$ cat src/rtl/psd_arbiter.sv
`default_nettype none
// ----------------------------------------------------------------------------
// psd_arbiter : round-robin sharing of one pattern-sequence detector  (rev 1.0)
// ----------------------------------------------------------------------------
module psd_arbiter #(
  parameter int NUM_Requester = 4,
  parameter int WID_Bitstream = 8,
  parameter int WID_Compair   = 8,
  parameter int WID_Length    = 8,
  parameter int LAT_Detect    = 2
) (
  input  logic                                   local_PSA_clk,
  input  logic                                   local_PSA_reset_n,
  input  logic [NUM_Requester-1:0]               local_PSA_req,
  input  logic [NUM_Requester*WID_Compair-1:0]   local_PSA_compair,
  input  logic [NUM_Requester*WID_Length-1:0]    local_PSA_length,
  input  logic [NUM_Requester-1:0]               local_PSA_valid,
  input  logic [NUM_Requester*WID_Bitstream-1:0] local_PSA_bitstream,
  output logic [NUM_Requester-1:0]               PSA_local_grant,
  output logic [NUM_Requester-1:0]               PSA_local_ready,
  output logic [NUM_Requester-1:0]               PSA_local_done,
  output logic                                   PSA_local_hit,
  output logic [WID_Bitstream-1:0]               PSA_local_position,
  output logic [WID_Length-1:0]                  PSA_local_index,
  output logic                                   PSA_local_error,
  output logic                                   PSA_local_busy,
  output logic                                   PSA_PSD_newstream,
  output logic [WID_Compair-1:0]                 PSA_PSD_compair,
  output logic [WID_Bitstream-1:0]               PSA_PSD_bitstream,
  input  logic [WID_Bitstream-1:0]               local_PSA_position
);

  localparam int IDX_W = (NUM_Requester > 1) ? $clog2(NUM_Requester) : 1;
  localparam int LAG_W = (LAT_Detect > 0) ? $clog2(LAT_Detect + 1) : 1;
  localparam logic [LAG_W-1:0]      LAG_MAX    = LAG_W'(LAT_Detect);
  localparam logic [WID_Length-1:0] DRAIN_LAST = (LAT_Detect > 0) ? WID_Length'(LAT_Detect - 1) : '0;

  typedef enum logic [2:0] {
    S_IDLE   = 3'd0,
    S_LOAD   = 3'd1,
    S_STREAM = 3'd2,
    S_DRAIN  = 3'd3,
    S_DONE   = 3'd4
  } state_e;

  state_e                     state_q, state_d;
  logic [IDX_W-1:0]           winner_q, winner_d;
  logic [IDX_W-1:0]           ptr_q, ptr_d;
  logic [NUM_Requester-1:0]   grant_q, grant_d;
  logic [NUM_Requester-1:0]   ready_q, ready_d;
  logic [NUM_Requester-1:0]   done_q, done_d;
  logic                       hit_q, hit_d;
  logic [WID_Bitstream-1:0]   pos_q, pos_d;
  logic [WID_Length-1:0]      index_q, index_d;
  logic                       error_q, error_d;
  logic                       busy_q, busy_d;
  logic                       newstream_q, newstream_d;
  logic [WID_Compair-1:0]     compair_q, compair_d;
  logic [WID_Length-1:0]      len_q, len_d;
  logic [WID_Length-1:0]      cnt_q, cnt_d;
  logic [LAG_W-1:0]           lag_q, lag_d;
  logic [WID_Length-1:0]      cap_q, cap_d;

  logic                       pick_found;
  logic [IDX_W-1:0]           pick_idx;
  logic [WID_Length-1:0]      pick_len;
  logic [WID_Compair-1:0]     pick_cmp;
  logic                       win_valid;
  logic [WID_Bitstream-1:0]   win_word;

  function automatic logic [IDX_W-1:0] rr_idx(input logic [IDX_W-1:0] base, input int off);
    int j;
    j = int'(base) + off;
    if (j >= NUM_Requester) j = j - NUM_Requester;
    return IDX_W'(j);
  endfunction

  function automatic logic [NUM_Requester-1:0] onehot(input logic [IDX_W-1:0] idx);
    logic [NUM_Requester-1:0] v;
    v      = '0;
    v[idx] = 1'b1;
    return v;
  endfunction

  always_comb begin
    pick_found = 1'b0;
    pick_idx   = '0;
    for (int i = 0; i < NUM_Requester; i++) begin
      if (!pick_found && local_PSA_req[rr_idx(ptr_q, i)]) begin
        pick_found = 1'b1;
        pick_idx   = rr_idx(ptr_q, i);
      end
    end
  end

  assign pick_len  = local_PSA_length[pick_idx*WID_Length +: WID_Length];
  assign pick_cmp  = local_PSA_compair[pick_idx*WID_Compair +: WID_Compair];
  assign win_valid = local_PSA_valid[winner_q];
  assign win_word  = local_PSA_bitstream[winner_q*WID_Bitstream +: WID_Bitstream];

  always_comb begin
    state_d     = state_q;
    winner_d    = winner_q;
    ptr_d       = ptr_q;
    grant_d     = grant_q;
    ready_d     = ready_q;
    done_d      = '0;
    hit_d       = hit_q;
    pos_d       = pos_q;
    index_d     = index_q;
    error_d     = error_q;
    newstream_d = 1'b0;
    compair_d   = compair_q;
    len_d       = len_q;
    cnt_d       = cnt_q;
    lag_d       = lag_q;
    cap_d       = cap_q;

    // Samples are word-aligned once LAT_Detect cycles have passed; the window
    // closes exactly at the last DRAIN cycle, so DONE never samples.
    if (state_q == S_STREAM || state_q == S_DRAIN) begin
      if (lag_q != LAG_MAX) begin
        lag_d = lag_q + 1'b1;
      end else begin
        cap_d = cap_q + 1'b1;
        if (!hit_q && local_PSA_position != '0) begin
          hit_d   = 1'b1;
          pos_d   = local_PSA_position;
          index_d = cap_q;
        end
      end
    end

    case (state_q)
      S_IDLE: begin
        if (pick_found) begin
          winner_d    = pick_idx;
          grant_d     = onehot(pick_idx);
          compair_d   = pick_cmp;
          len_d       = pick_len;
          newstream_d = (pick_len != '0);
          hit_d       = 1'b0;
          pos_d       = '0;
          index_d     = '0;
          error_d     = 1'b0;
          state_d     = S_LOAD;
        end
      end
      S_LOAD: begin
        cnt_d = '0;
        lag_d = '0;
        cap_d = '0;
        if (len_q == '0) begin
          error_d = 1'b1;
          done_d  = onehot(winner_q);
          state_d = S_DONE;
        end else begin
          ready_d = onehot(winner_q);
          state_d = S_STREAM;
        end
      end
      S_STREAM: begin
        if (!win_valid) begin
          error_d = 1'b1;
          ready_d = '0;
          done_d  = onehot(winner_q);
          state_d = S_DONE;
        end else if (cnt_q == len_q - 1'b1) begin
          ready_d = '0;
          cnt_d   = '0;
          if (LAT_Detect == 0) begin
            done_d  = onehot(winner_q);
            state_d = S_DONE;
          end else begin
            state_d = S_DRAIN;
          end
        end else begin
          cnt_d = cnt_q + 1'b1;
        end
      end
      S_DRAIN: begin
        if (cnt_q == DRAIN_LAST) begin
          done_d  = onehot(winner_q);
          state_d = S_DONE;
        end else begin
          cnt_d = cnt_q + 1'b1;
        end
      end
      S_DONE: begin
        grant_d = '0;
        ptr_d   = rr_idx(winner_q, 1);
        state_d = S_IDLE;
      end
      default: state_d = S_IDLE;
    endcase

    busy_d = (state_d != S_IDLE);
  end

  always_ff @(posedge local_PSA_clk or negedge local_PSA_reset_n) begin
    if (!local_PSA_reset_n) begin
      state_q     <= S_IDLE;
      winner_q    <= '0;
      ptr_q       <= '0;
      grant_q     <= '0;
      ready_q     <= '0;
      done_q      <= '0;
      hit_q       <= 1'b0;
      pos_q       <= '0;
      index_q     <= '0;
      error_q     <= 1'b0;
      busy_q      <= 1'b0;
      newstream_q <= 1'b0;
      compair_q   <= '0;
      len_q       <= '0;
      cnt_q       <= '0;
      lag_q       <= '0;
      cap_q       <= '0;
    end else begin
      state_q     <= state_d;
      winner_q    <= winner_d;
      ptr_q       <= ptr_d;
      grant_q     <= grant_d;
      ready_q     <= ready_d;
      done_q      <= done_d;
      hit_q       <= hit_d;
      pos_q       <= pos_d;
      index_q     <= index_d;
      error_q     <= error_d;
      busy_q      <= busy_d;
      newstream_q <= newstream_d;
      compair_q   <= compair_d;
      len_q       <= len_d;
      cnt_q       <= cnt_d;
      lag_q       <= lag_d;
      cap_q       <= cap_d;
    end
  end

  assign PSA_local_grant    = grant_q;
  assign PSA_local_ready    = ready_q;
  assign PSA_local_done     = done_q;
  assign PSA_local_hit      = hit_q;
  assign PSA_local_position = pos_q;
  assign PSA_local_index    = index_q;
  assign PSA_local_error    = error_q;
  assign PSA_local_busy     = busy_q;
  assign PSA_PSD_newstream  = newstream_q;
  assign PSA_PSD_compair    = compair_q;
  // The word accepted this cycle goes straight to the detector so that word k
  // and its ready share a cycle; the select itself is the registered ready.
  assign PSA_PSD_bitstream  = (|ready_q) ? win_word : '0;

endmodule
`default_nettype wire
$ cat config.mk
export PLATFORM = sky130hd
export DESIGN_NAME = psd_arbiter
export DESIGN_NICKNAME = d
export VERILOG_FILES = /design/src/rtl/psd_arbiter.sv
export SDC_FILE = /design/constraint.sdc
export NUM_CORES = 1
export LEC_CHECK = 0
export ABC_AREA = 1
export CAP_MARGIN = 20
export CORE_ASPECT_RATIO = 0.8
export CORE_MARGIN = 2
export CORE_UTILIZATION = 35
export DETAILED_ROUTE_END_ITERATION = 10
export GPL_TIMING_DRIVEN = 0
export PLACE_DENSITY_LB_ADDON = 0.1
export SYNTH_ARGS = -nofsm -noshare
export SYNTH_HDL_FRONTEND = slang
export SYNTH_SLANG_ARGS = --single-unit
$ cat constraint.sdc
create_clock -name local_PSA_clk -period 2.1 [get_ports local_PSA_clk]
set_input_delay 0.42 -clock local_PSA_clk [delete_from_list [all_inputs] [get_ports local_PSA_clk]]
set_output_delay 0.42 -clock local_PSA_clk [all_outputs]
set_load 0.05 [all_outputs]
* Word-level counts from Yosys, hierarchy flattened
Cells that the tools add are included.
** Operators by class
- Add/sub/neg operators :: 13
- Multipliers :: 0
- Divide/modulo/power cells :: 0
- Magnitude comparators :: 13
- Eq/ne operators :: 15
- Shift operators :: 3
- Muxes and demuxes :: 75
- Bitwise operators :: 0
- Reductions and logical operators :: 30
** Operators with widths (count)
- 8-bit 2-to-1 mux :: 17
- 32-bit by 6-bit indexed part select with 8-bit output :: 3
- 4-bit 2-to-1 mux :: 7
- 2-bit 2-to-1 mux :: 12
- 8-bit case mux with 3 select lines :: 1
- 1-bit 2-to-1 mux :: 21
- 2-bit by 3-bit < comparator with 1-bit output, second input constant :: 6
- 8-bit by 1-bit adder with 8-bit output, second input constant :: 2
- 4-bit case mux with 2 select lines :: 2
- 8-bit nonzero test :: 2
- 3-bit 2-to-1 mux :: 5
- 2-bit != test, second input constant :: 7
- 3-bit >= comparator, second input constant :: 4
- 3-bit case mux with 4 select lines :: 1
- 4-bit case mux with 3 select lines :: 1
- 1-bit binary-select mux with 2-bit select :: 5
- 2-bit by 1-bit subtractor with 2-bit output, second input constant :: 5
- 3-bit nonzero test :: 3
- 8-bit by 1-bit == test with 1-bit output, second input constant :: 1
- 8-bit == test :: 1
- 8-bit zero test :: 1
- 2-bit AND reduction :: 4
- 2-bit nonzero test :: 4
- 8-bit by 1-bit subtractor with 8-bit output, second input constant :: 1
- other kinds (19) :: 33
** Storage, ports and cells
- Register bits after elaboration :: 73
- Latch bits :: 0
- RAM bits :: 0
- Bits in read-only memories :: 0
- Bits of input ports :: 114
- Word-level logic and storage cells :: 166
- Memories :: 0

* Logic depth before layout (Yosys ltp)
Gate-level depths: netlist of the first run.
- Depth after elaboration :: 20
- Depth in mapped cells :: 18

* Worst setup path before layout of the first run
No wires, ideal clock.
- Path kind :: register to output
- From :: reg winner_q[0]
- To :: out PSA_PSD_bitstream[0]
- Data arrival time :: 1.854 ns
- Required time :: 1.680 ns
- Slack :: -0.174 ns
- Cell stages (with the launch flop) :: 7
- Path through :: dfrtp_1 -> buf_2 -> buf_1 -> nor2_1 -> nor2_1 -> o21ai_0 -> a21oi_1
** Between the ends
- Cells in the longest elaborated chain, start to end :: 2
** RTL lines
- start, declared :: line 47 : logic [IDX_W-1:0] winner_q, winner_d;
- start signal, assigned :: line 221 : winner_q <= winner_d;
- 32-bit by 6-bit indexed part select with 8-bit output :: line 99 : assign win_word = local_PSA_bitstream[winner_q*WID_Bitstream +: WID_Bitstream];
- 8-bit 2-to-1 mux :: line 252 : assign PSA_PSD_bitstream = (|ready_q) ? win_word : '0;
- end, declared :: line 29 : output logic [WID_Bitstream-1:0] PSA_PSD_bitstream,
No other way between the ends.

* Worst setup path in the final report of the first run
- From :: reg ptr_q[0]
- To :: reg newstream_q, in the netlist PSA_PSD_newstream
** Between the ends
- Cells in the longest elaborated chain, start to end :: 18
- Elaborated cells on any way between the ends :: 41
** RTL lines
- start, declared :: line 48 : logic [IDX_W-1:0] ptr_q, ptr_d;
- start signal, assigned :: line 222 : ptr_q <= ptr_d;
- branches (longest 16 deep; another with 2-bit by 1-bit adder with 3-bit output)
- 1-bit 2-to-1 mux (*) :: line 136 : if (pick_found) begin
- 1-bit 2-to-1 mux (*) :: line 134 : case (state_q)
- named net newstream_d :: line 57 : logic newstream_q, newstream_d;
- end signal, assigned :: line 231 : newstream_q <= newstream_d;
- end, declared :: line 57
Mark *: on every way through the listed nets, which the timed path passes. The select of a mux whose other input is x is not followed.
A chain may end at the register's enable or synchronous reset.

==> metrics.md, run 1 <==
| Metric | Value |
|---|---|
| Overall track demand over capacity in global routing | 20.7% |
| Total grt overflow | 0 |
| Die width | 132 um |
| Deepest clock path buffer count | 2 |
| Iteration-0 DRC count of the detailed router | 313 |
| Data required, critical path | 2310 ps |
| Depth of the worst register-to-register path | 17 |
| Count of fill cells added during filler insertion | 1,158 |
| CTS Root Buffer Type | sky130_fd_sc_hd__clkbuf_16 |
| Worst relative slew slack | 62.2% |
| GPL Wtd Cong | 0.897 |
| Violated checks | negative setup slack |
| FF-to-FF End | PSA_PSD_newstream |
| Max Freq | 446 MHz |
| Worst setup path class | flop to flop |
| Min setup slack post-route | -143 ps |
| Outcome | complete, but fails checks |
| Proportion of netlist area held by the largest area contributor | 39.9% |
| Mean routed wirelength per cell | 14.3 um |
| Post-place instance area | 0.00648 mm^2 |
| Multi-input gate area in the final layout | 0.00274 mm^2 |
| Syn avg cell area | 7.10 um^2 |
| Worst reg2reg setup slack | -140 ps |
| Number of library cell types mapped by synthesis | 36 |
| Vias in the first global route | 4,831 |
| Cell count after placement | 982 |
| Drt first pass iters | 4 |
| Post-synthesis instance area | 0.00458 mm^2 |
| Deepest level of the CTS H-tree | 3 |
| Number of flip-flops and latches in the synthesized netlist | 73 |
| Post-layout instance area | 0.00763 mm^2 |
| Actual slew at the worst max-slew pin | 566 ps |
| Num Clock Sinks | 73 |
| Synth warn | 0 |
| HPWL after detailed placement | 10.9 mm |
| Setup total negative slack | -851 ps |
| Layout cells sized above 1 | 23.7% |
| Worst-Skew Late Latency | 330 ps |
| Met3 usage in global routing | 5.58% |
| Final Slew Violations | 0 |
| Die Y | 106 um |
| Launch instance of the worst min-delay path | PSA_PSD_compair[5] |
| Critical path launch point type | flop |
| Busiest metal layer after global routing | met2 |
| Met1 demand-to-capacity share in global routing | 26.8% |
| Sequential fraction of the synthesis area | 39.9% |
| Area taken by flip-flops and latches | 0.00183 mm^2 |
| Final hold viol count | 0 |
| Met2 Usage GRT | 34.3% |
| Routed vias/inst | 4.76 |
| Placeable core region | 0.0128 mm^2 |
| Setup repair after global routing missed its margin | yes |
| First-pass GRT wire length | 23.5 mm |
| Endpoint with the worst hold slack | PSA_PSD_compair[5] |
| Hold Worst Slack | 478 ps |
| Cells on Worst Hold Path | 2 |
| Via count | 4,965 |
| Part of the cycle the worst path needs | 107% |
| Critical-path maximum fanout | 8 |
| Effective utilization at floorplan | 35.7% |
| Largest net degree at the start of global routing | 55 |
| Final antenna diode count | 0 |
| Die outline area | 0.0140 mm^2 |
| Type of the tightest min-delay check | flop to flop |
| Nets in the synthesized netlist | 768 |
| Sum of routed wire length over all layers | 14.9 mm |
| Leakage component of the power | 0.00366 uW |
| Worst IR Drop VDD | 0.740 mV |
| IO Count | 162 |
| CP endpoint kind | flop |
| Minimum period implied by the final worst setup slack | 2240 ps |
| Startpoint of the worst register-to-register path | ptr_q[0] |
| Register clock-pin slew on the reported worst setup and hold paths | 60 ps |
| Pwr dens | 1830 mW/mm^2 |
| # DRC | 0 |
| Number of maximum-capacitance constraint violations | 0 |
| Final setup viols | 10 |
| Gate Count Post-Synth | 645 |
| Antenna violations before repair | 0 |
| Final instance count without filler cells | 1,043 |
| Count of input and output buffers | 161 |
| Worst Clk Skew | 5.78 ps |
| Final ANT Viol Nets | 0 |
| Number of placement rows | 37 |
| P&R area growth vs syn | 66.4% |
| CTS tree | built |
| Nets | 987 |
| Main area contributors after synthesis | sky130_fd_sc_hd__dfrtp_1, sky130_fd_sc_hd__nand2_1, sky130_fd_sc_hd__inv_1 |
| Number of buffers inserted during clock tree synthesis | 9 |
| Cell type contributing the most total cell area after synthesis | sky130_fd_sc_hd__dfrtp_1 |
| Data arrival time at the worst-slack endpoint | 2450 ps |
## worst max-delay path: stages (launching register included)
cell and delay (ps):
sky130_fd_sc_hd__dfrtp_2 450, sky130_fd_sc_hd__buf_8 160, sky130_fd_sc_hd__nand2_2 60, sky130_fd_sc_hd__nand2_2 70
sky130_fd_sc_hd__nand2_2 70, sky130_fd_sc_hd__nand2_2 60, sky130_fd_sc_hd__nor2_4 130, sky130_fd_sc_hd__buf_4 140
sky130_fd_sc_hd__nand3_1 80, sky130_fd_sc_hd__nand3_2 110, sky130_fd_sc_hd__nand2_4 100, sky130_fd_sc_hd__clkbuf_16 180
sky130_fd_sc_hd__nand2_1 100, sky130_fd_sc_hd__nand2_1 70, sky130_fd_sc_hd__nor2_1 110, sky130_fd_sc_hd__nand2_1 60
sky130_fd_sc_hd__nor2_1 110, sky130_fd_sc_hd__nor2_1 50
## through the flow
stage	setup slack [ps]	power, uW	utilization (%)
after global placement	-1970	9880	50.4
after detailed placement	-668	9990	50.6
after CTS	-38.6	12100	54.5
after global routing	-256	14900	59.5
after floorplan	72.5	7740	-
final	-143	13900	59.5
## report_power, final
group	total [uW]	internal, uW	switching [uW]
registers	2310	1910	396
clock network	1600	1030	576
logic	10000	3990	6030
total	13900	6920	7000
## final cells by class
type / count / share of cell area [%]
multi-input combinational: 477 / 35.9
timing repair buffer: 208 / 26.9
sequential: 73 / 24.0
inverter: 76 / 3.95
clock buffer: 9 / 2.95
tap: 175 / 2.87
buffer: 19 / 2.26
clock inverter: 6 / 1.10
## flip-flops by register name, indices dropped and copies added (netlist names), 3 cells and up
signal              cells
PSA_local_position      8
cnt_q                   8
PSA_local_index         8
PSA_PSD_compair         8
state_q                 3
PSA_local_ready         4
PSA_local_done          4
PSA_local_grant         4
cap_q                   8
len_q                   8
## cell usage after synthesis (all sizes together)
cell type and instances:
a22oi 5, xnor2 2, a32o 1, mux2 9, nor3 13, nor2 73
nor4 4, o22ai 1, a21oi 20, o311ai 1, nand3 42, ha 9
nand4 9, inv 75, clkbuf 8, buf 11, a31oi 6, clkinv 1
o21ai 50, nand2 212, nand3b 6, xor2 11, dfrtp 73, or2 3
## per-layer routing
metal	routed length [um]	part of all wire, %
met1	6670	45
met2	7100	48
met3	912	6.1
met4	199	1.3
met5	0	0
## worst max path at each step
stage | slack (ps) | to | from | depth (start not counted)
2_1_floorplan | 70 | PSA_PSD_bitstream[0] | winner_q[0] | 6
3_3_place_gp | -1970 | PSA_local_position[5] | local_PSA_reset_n | 1
3_5_place_dp | -670 | PSA_PSD_bitstream[5] | winner_q[0] | 7
4_1_cts | -40 | PSA_PSD_newstream | ptr_q[0] | 18
5_1_grt | -260 | PSA_PSD_newstream | ptr_q[0] | 17
6_report | -140 | PSA_PSD_newstream | ptr_q[0] | 17
## logic make-up (layout without fill, tap and decap cells)
logic type / Yosys count / count (layout) / synth area share, %
and+or+nand+nor: 362 / 362 / 34.4
buffers and inverters: 95 / 318 / 8.63
AOI/OAI and AO/OA: 84 / 84 / 9.91
DFF: 73 / 73 / 39.9
xor gates and xnor gates: 13 / 13 / 2.48
adders and majority gates: 9 / 9 / 2.46
muxes: 9 / 9 / 2.21
## layout by cell type (no fill, tap or decap), types with 3 or more instances in the layout
| master | instances |
|---|---|
| sky130_fd_sc_hd__clkbuf_2 | 5 |
| sky130_fd_sc_hd__ha_1 | 8 |
| sky130_fd_sc_hd__inv_1 | 61 |
| sky130_fd_sc_hd__nor3_4 | 3 |
| sky130_fd_sc_hd__nor3_1 | 8 |
| sky130_fd_sc_hd__nand3_4 | 3 |
| sky130_fd_sc_hd__clkinv_2 | 4 |
| sky130_fd_sc_hd__o21ai_2 | 4 |
| sky130_fd_sc_hd__or2_2 | 3 |
| sky130_fd_sc_hd__a31oi_1 | 6 |
| sky130_fd_sc_hd__dfrtp_1 | 68 |
| sky130_fd_sc_hd__nor2_4 | 7 |
| sky130_fd_sc_hd__mux2_2 | 9 |
| sky130_fd_sc_hd__dfrtp_2 | 5 |
| sky130_fd_sc_hd__dlymetal6s2s_1 | 3 |
| sky130_fd_sc_hd__buf_4 | 44 |
| sky130_fd_sc_hd__nand2_2 | 28 |
| sky130_fd_sc_hd__nor2_2 | 5 |
| sky130_fd_sc_hd__nand3_2 | 6 |
| sky130_fd_sc_hd__nor2_1 | 61 |
| sky130_fd_sc_hd__a21oi_1 | 11 |
| sky130_fd_sc_hd__inv_2 | 10 |
| sky130_fd_sc_hd__nand3_1 | 33 |
| sky130_fd_sc_hd__clkbuf_16 | 11 |
| sky130_fd_sc_hd__a22oi_1 | 3 |
| sky130_fd_sc_hd__nand4_1 | 9 |
| sky130_fd_sc_hd__xor2_1 | 11 |
| sky130_fd_sc_hd__nand2_1 | 173 |
| sky130_fd_sc_hd__o21ai_0 | 34 |
| sky130_fd_sc_hd__clkdlybuf4s50_1 | 149 |
| sky130_fd_sc_hd__nand2_4 | 9 |
| sky130_fd_sc_hd__buf_6 | 14 |
| sky130_fd_sc_hd__nand3b_1 | 6 |
| sky130_fd_sc_hd__a21oi_2 | 8 |
| sky130_fd_sc_hd__o21ai_1 | 11 |
## timing repair
action,CTS,global route
pin swaps,8,38
setup endpoints to repair,46,65
hold endpoints to repair,19,0
buffers inserted,14,27
gates resized for setup,86,124
cloned,1,3
hold buffers,1,0
Power figures use the tool's default switching activity.
==> run 2, diff against run 1 <==
--- a/config.mk
+++ b/config.mk
@@ -9,10 +9,11 @@
 export CAP_MARGIN = 20
 export CORE_ASPECT_RATIO = 0.8
 export CORE_MARGIN = 2
-export CORE_UTILIZATION = 35
+export CORE_UTILIZATION = 46
 export DETAILED_ROUTE_END_ITERATION = 10
 export GPL_TIMING_DRIVEN = 0
 export PLACE_DENSITY_LB_ADDON = 0.1
+export SKIP_LAST_GASP = 1
 export SYNTH_ARGS = -nofsm -noshare
 export SYNTH_HDL_FRONTEND = slang
 export SYNTH_SLANG_ARGS = --single-unit
==> run 2 against run 1 <==
The run still ends with negative setup slack left. Worst setup slack got worse by 140 ps. Die area is 23% lower. Cell count decreased by 3.3%. Global-route usage increased by 7.4 points. First-iteration DRC count is 13% higher. Worst hold slack worse by 270 ps. Register-to-register slack worse by 140 ps. Maximum frequency fell by 5.7%. Via count is 5.9% higher. Largest cell class unchanged. Highest routed layer unchanged.
==> metrics.md, run 2 (same netlist as run 1, synthesis figures left out) <==
| Metric | Value |
|---|---|
| Outcome | complete, but fails checks |
| Number of placement rows | 32 |
| Final antenna diode count | 0 |
| Die outline area | 0.0108 mm^2 |
| Busiest metal layer after global routing | met2 |
| Post-place instance area | 0.00641 mm^2 |
| First-pass GRT wire length | 23.8 mm |
| Leading cell type in the layout, fill and taps excluded | sky130_fd_sc_hd__nand2_1 |
| Nets | 991 |
| Hold Worst Slack | 205 ps |
| P&R area growth vs syn | 66.5% |
| Sum of routed wire length over all layers | 15.9 mm |
| Routed vias/inst | 5.21 |
| Internal power contribution | 6980 uW |
| Actual slew at the worst max-slew pin | 934 ps |
| Final setup viols | 21 |
| Via count | 5,259 |
| CTS Root Buffer Type | sky130_fd_sc_hd__clkbuf_16 |
| Commonest non-fill, non-tap cells in the layout | sky130_fd_sc_hd__nand2_1, sky130_fd_sc_hd__clkdlybuf4s50_1, sky130_fd_sc_hd__dfrtp_1 |
| Final Slew Violations | 0 |
| Hold-fix buffers at CTS | 0 |
| Data arrival time at the worst-slack endpoint | 2590 ps |
| Met1 demand-to-capacity share in global routing | 35.8% |
| Number of maximum-capacitance constraint violations | 0 |
| Worst IR Drop VDD | 1.06 mV |
| Max Freq | 421 MHz |
| Deepest clock path buffer count | 2 |
| Register clock-pin slew on the reported worst setup and hold paths | 60 ps |
| Part of the cycle the worst path needs | 113% |
| Worst Clk Skew | 4.67 ps |
| Vias in the first global route | 5,132 |
| Final hold viol count | 0 |
| Worst setup path class | flop to flop |
| IO Count | 162 |
| CTS tree | built |
| Mean routed wirelength per cell | 15.7 um |
| Net switching power | 7390 uW |
| Pwr dens | 1880 mW/mm^2 |
| Deepest level of the CTS H-tree | 3 |
| Switching fraction of total power | 51.4% |
| Iteration-0 DRC count of the detailed router | 354 |
| Met3 usage in global routing | 6.35% |
| Post-layout instance area | 0.00763 mm^2 |
| Num Clock Sinks | 73 |
| Min setup slack post-route | -278 ps |
| Violated checks | negative setup slack |
| Met2 Usage GRT | 47.0% |
| Sequential fraction of design power | 16.1% |
| Layout cells sized above 1 | 26.0% |
| HPWL after detailed placement | 10.3 mm |
| Placeable core region | 0.00965 mm^2 |
| Largest net degree at the start of global routing | 74 |
| Clk pwr share | 10.8% |
| Leakage component of the power | 0.00364 uW |
| Worst relative slew slack | 37.8% |
| Minimum period implied by the final worst setup slack | 2380 ps |
| Critical-path maximum fanout | 8 |
| Number of buffers inserted during clock tree synthesis | 9 |
| Total grt overflow | 0 |
| Setup repair after global routing missed its margin | yes |
| Die Y | 93.3 um |
| Antenna violations before repair | 0 |
| Overall track demand over capacity in global routing | 28.1% |
| Effective utilization at floorplan | 47.5% |
| CP endpoint kind | flop |
| Worst-Skew Late Latency | 330 ps |
| Drt first pass iters | 7 |
| Data required, critical path | 2310 ps |
| Critical path launch point type | flop |
| GPL Wtd Cong | 0.857 |
| Type of the tightest min-delay check | input port to asynchronous set/reset pin |
| Die width | 116 um |
| Logic gate share of total power | 73.0% |
| Final ANT Viol Nets | 0 |
| # DRC | 0 |
| Count of input and output buffers | 161 |
## run 2: changes by cell type in the layout (fill, tap and decap cells not counted), moves of 4 or more
cell,before,now
sky130_fd_sc_hd__nand2_2,28,44
sky130_fd_sc_hd__inv_2,10,6
sky130_fd_sc_hd__nand2_1,173,159
sky130_fd_sc_hd__buf_4,44,48
## run 2: worst paths after layout
path	start	end	slack, ps	depth (start not counted)
worst min register to register	PSA_PSD_compair[6]	PSA_PSD_compair[6]	480	2
worst min-delay path	local_PSA_reset_n	PSA_local_ready[3]	210	1
worst max-delay path	ptr_q[0]	PSA_PSD_newstream	-280	17
worst max register to register	ptr_q[0]	PSA_PSD_newstream	-280	17
max in group asynchronous	local_PSA_reset_n	ptr_q[0]	1200	1
min in group local_PSA_clk	PSA_PSD_compair[6]	PSA_PSD_compair[6]	480	2
## run 2: metrics by stage
step	setup WS [ps]	power [uW]	utilization [%]	setup TNS [ps]	cells
3_5_place_dp	-690	9910	66.4	-18670	942
3_3_place_gp	-1820	9750	66.4	-148750	942
6_report	-278	14400	79.1	-2350	1009
2_1_floorplan	72.5	7740	-	0	645
5_1_grt	-338	15200	79.1	-5520	1009
4_1_cts	-46.2	12600	73.5	-328	983
## run 2: cell type report
cell class	count	area [um^2]
multi-input cells	477	2800
repair buffers	212	2050
fillers	637	2020
flip-flops and latches	73	1830
inverters	76	303
clock buffers	10	239
plain buffers	19	175
well taps	136	170
clock inverters	6	66.3
## run 2: repair_timing
action	CTS	global route
gates resized for setup	117	108
pin swaps	34	50
endpoints found under the setup margin	33	65
gates cloned	2	1
setup buffers	23	25
## run 2: power by group through the flow
stage | Sequential, uW | Combinational (uW) | Clock [uW]
2_1_floorplan | 3090 | 4660 | 0
3_3_place_gp | 2260 | 7490 | 0
3_5_place_dp | 2280 | 7630 | 0
4_1_cts | 2280 | 8760 | 1570
5_1_grt | 2380 | 11200 | 1630
6_report | 2320 | 10500 | 1560
## run 2: worst max-delay path, stage by stage (launching register included)
cell and delay, ps:
sky130_fd_sc_hd__dfrtp_2 430, sky130_fd_sc_hd__inv_4 80, sky130_fd_sc_hd__nand2_1 100, sky130_fd_sc_hd__nand2_2 140
sky130_fd_sc_hd__nand2_1 120, sky130_fd_sc_hd__nand2_2 70, sky130_fd_sc_hd__nor2_4 150, sky130_fd_sc_hd__nand3_4 110
sky130_fd_sc_hd__buf_4 160, sky130_fd_sc_hd__nand3_4 60, sky130_fd_sc_hd__nand2_4 100, sky130_fd_sc_hd__clkbuf_16 180
sky130_fd_sc_hd__nand2_2 80, sky130_fd_sc_hd__nand2_1 80, sky130_fd_sc_hd__nor2_1 120, sky130_fd_sc_hd__nand2_1 100
sky130_fd_sc_hd__nor2_2 120, sky130_fd_sc_hd__nor2_1 60
## run 2: metal layers
metal,part of all wire [%],wire length [um]
met2,50,7850
met1,41,6540
met3,6.8,1070
met5,0,0
met4,2.5,392
==> patch (settings of run 1) <==
`WID_Bitstream`: 8 -> 12.
--- a/src/rtl/psd_arbiter.sv
+++ b/src/rtl/psd_arbiter.sv
@@ -6,3 +6,3 @@
   parameter int NUM_Requester = 4,
-  parameter int WID_Bitstream = 8,
+  parameter int WID_Bitstream = 12,
   parameter int WID_Compair   = 8,
Interface: changed (resized PSA_PSD_bitstream, PSA_local_position, local_PSA_bitstream and local_PSA_position); port bits go from 162 to 190. The function was not compared with the original's and may differ.
==> patch against run 1 <==
The flow still finishes with violations (negative setup slack); sequential cell count rose by 4; total power rose by 0.47%; sequential share of layout area rose by 0.096 points; setup slack improved by 0.071 ns; largest cell class unchanged; design area rose by 4.9%; synthesized area rose by 6.9%; wire length rose by 4.3%; global-route usage fell by 0.41 points.
==> patch: results (changes against run 1) <==
first-pass GRT wire length=24,100 um (was 23,500 um); CP max stage delay=0.47 ns (was 0.45 ns); vias per cell=4.81 (was 4.76); Clock Skew=0.00692 ns (was 0.00578 ns); worst path arrival time=2.39 ns (was 2.45 ns); Placed Area=7050 um^2 (was 6480 um^2); failing checks=negative setup slack (unchanged); status=complete, but fails checks (unchanged); Tot GR Track Use=20.3% (was 20.7%); Leak=3.83 nW (was 3.66 nW); vias in the first global route=5,043 (was 4,831); Setup WS post-layout=-0.0720 ns (was -0.143 ns); # fillers=1,261 (was 1,158); grt met3 use=5.90% (was 5.58%); Met1 Wirelength=7000 um (was 6670 um); worst slew pin tran=0.550 ns (was 0.566 ns); kind of critical path=primary input to register (was register to register); final setup violating endpoints=9 (was 10); synth top area cells=dfrtp_1 39%, nand2_1 16%, nor2_1 6.6% (was dfrtp_1 40%, nand2_1 17%, inv_1 5.7%); synth cell count leaders=208 x nand2_1, 86 x nor2_1, 82 x inv_1, 77 x dfrtp_1, 57 x o21ai_0 (was 202 x nand2_1, 73 x dfrtp_1, 70 x inv_1, 68 x nor2_1, 48 x o21ai_0); syn_nets=849 (was 768); worst reg2reg startpoint=ptr_q[1] (was ptr_q[0]); Setup TNS Final=-0.228 ns (was -0.851 ns); Port Buffers=189 (was 161); met1 Use GR=26.8% (about the same); Multi-input gate area=2790 um^2 (was 2740 um^2); vias=5,412 (was 4,965); setup repair bufs after CTS=11 (was 14); cell total after placement=1,076 (was 982); PD cells=1750 nW/um^2 (was 1830 nW/um^2); global placement routability congestion=0.892 (was 0.897); hold_ws=0.0545 ns (was 0.478 ns); Seq group=0.00237 W (was 0.00231 W); pre-CTS setup slack=-0.625 ns (was -0.668 ns); initial DRC count=395 (was 313); met3 WL post-DR=849 um (was 912 um); share of post-route cells with drive strength above 1=19.3% (was 23.7%); Max VDD drop=864 uV (was 740 uV); routed wire length=15,500 um (was 14,900 um); Detailed Place HPWL=11,500 um (was 10,900 um); R2R Setup Slk=-0.03 ns (was -0.14 ns); PostCTS Resize Cnt=116 (was 86); cell count after synthesis=706 (was 645); Slowest cell on crit path=clkdlybuf4s50_1 (was dfrtp_2); clock-net power=0.00136 W (was 0.00160 W)
## patch: cell types whose count changed after synthesis, sizes merged, moves of 5 or more
cell | before | now
nand2 | 212 | 217
o211ai | 0 | 13
nor2 | 73 | 91
inv | 75 | 89
o21ai | 50 | 59
mux2 | 9 | 0
## patch: cell families after synthesis
| group | Yosys count | share of synthesized area [%] |
|---|---|---|
| flops | 77 | 39.3 |
| compound gates | 109 | 12.5 |
| buf+inv | 115 | 9.61 |
| xor+xnor | 16 | 2.86 |
| fa+ha+maj | 9 | 2.30 |
| simple gates | 380 | 33.3 |
## patch: area by class of cell
| cell class | count | area share [%] |
|---|---|---|
| Buffer | 25 | 2.88 |
| Clock buffer | 11 | 2.91 |
| Clock inverter | 5 | 0.344 |
| Inverter | 90 | 4.38 |
| Multi-Input combinational cell | 515 | 34.9 |
| Sequential cell | 77 | 24.1 |
| Tap cell | 180 | 2.82 |
| Timing Repair Buffer | 222 | 27.7 |
## patch: critical path: cells and delay by family
family	cells	cell delay, ns
buf+inv	3	0.67
simple gates	16	1.29
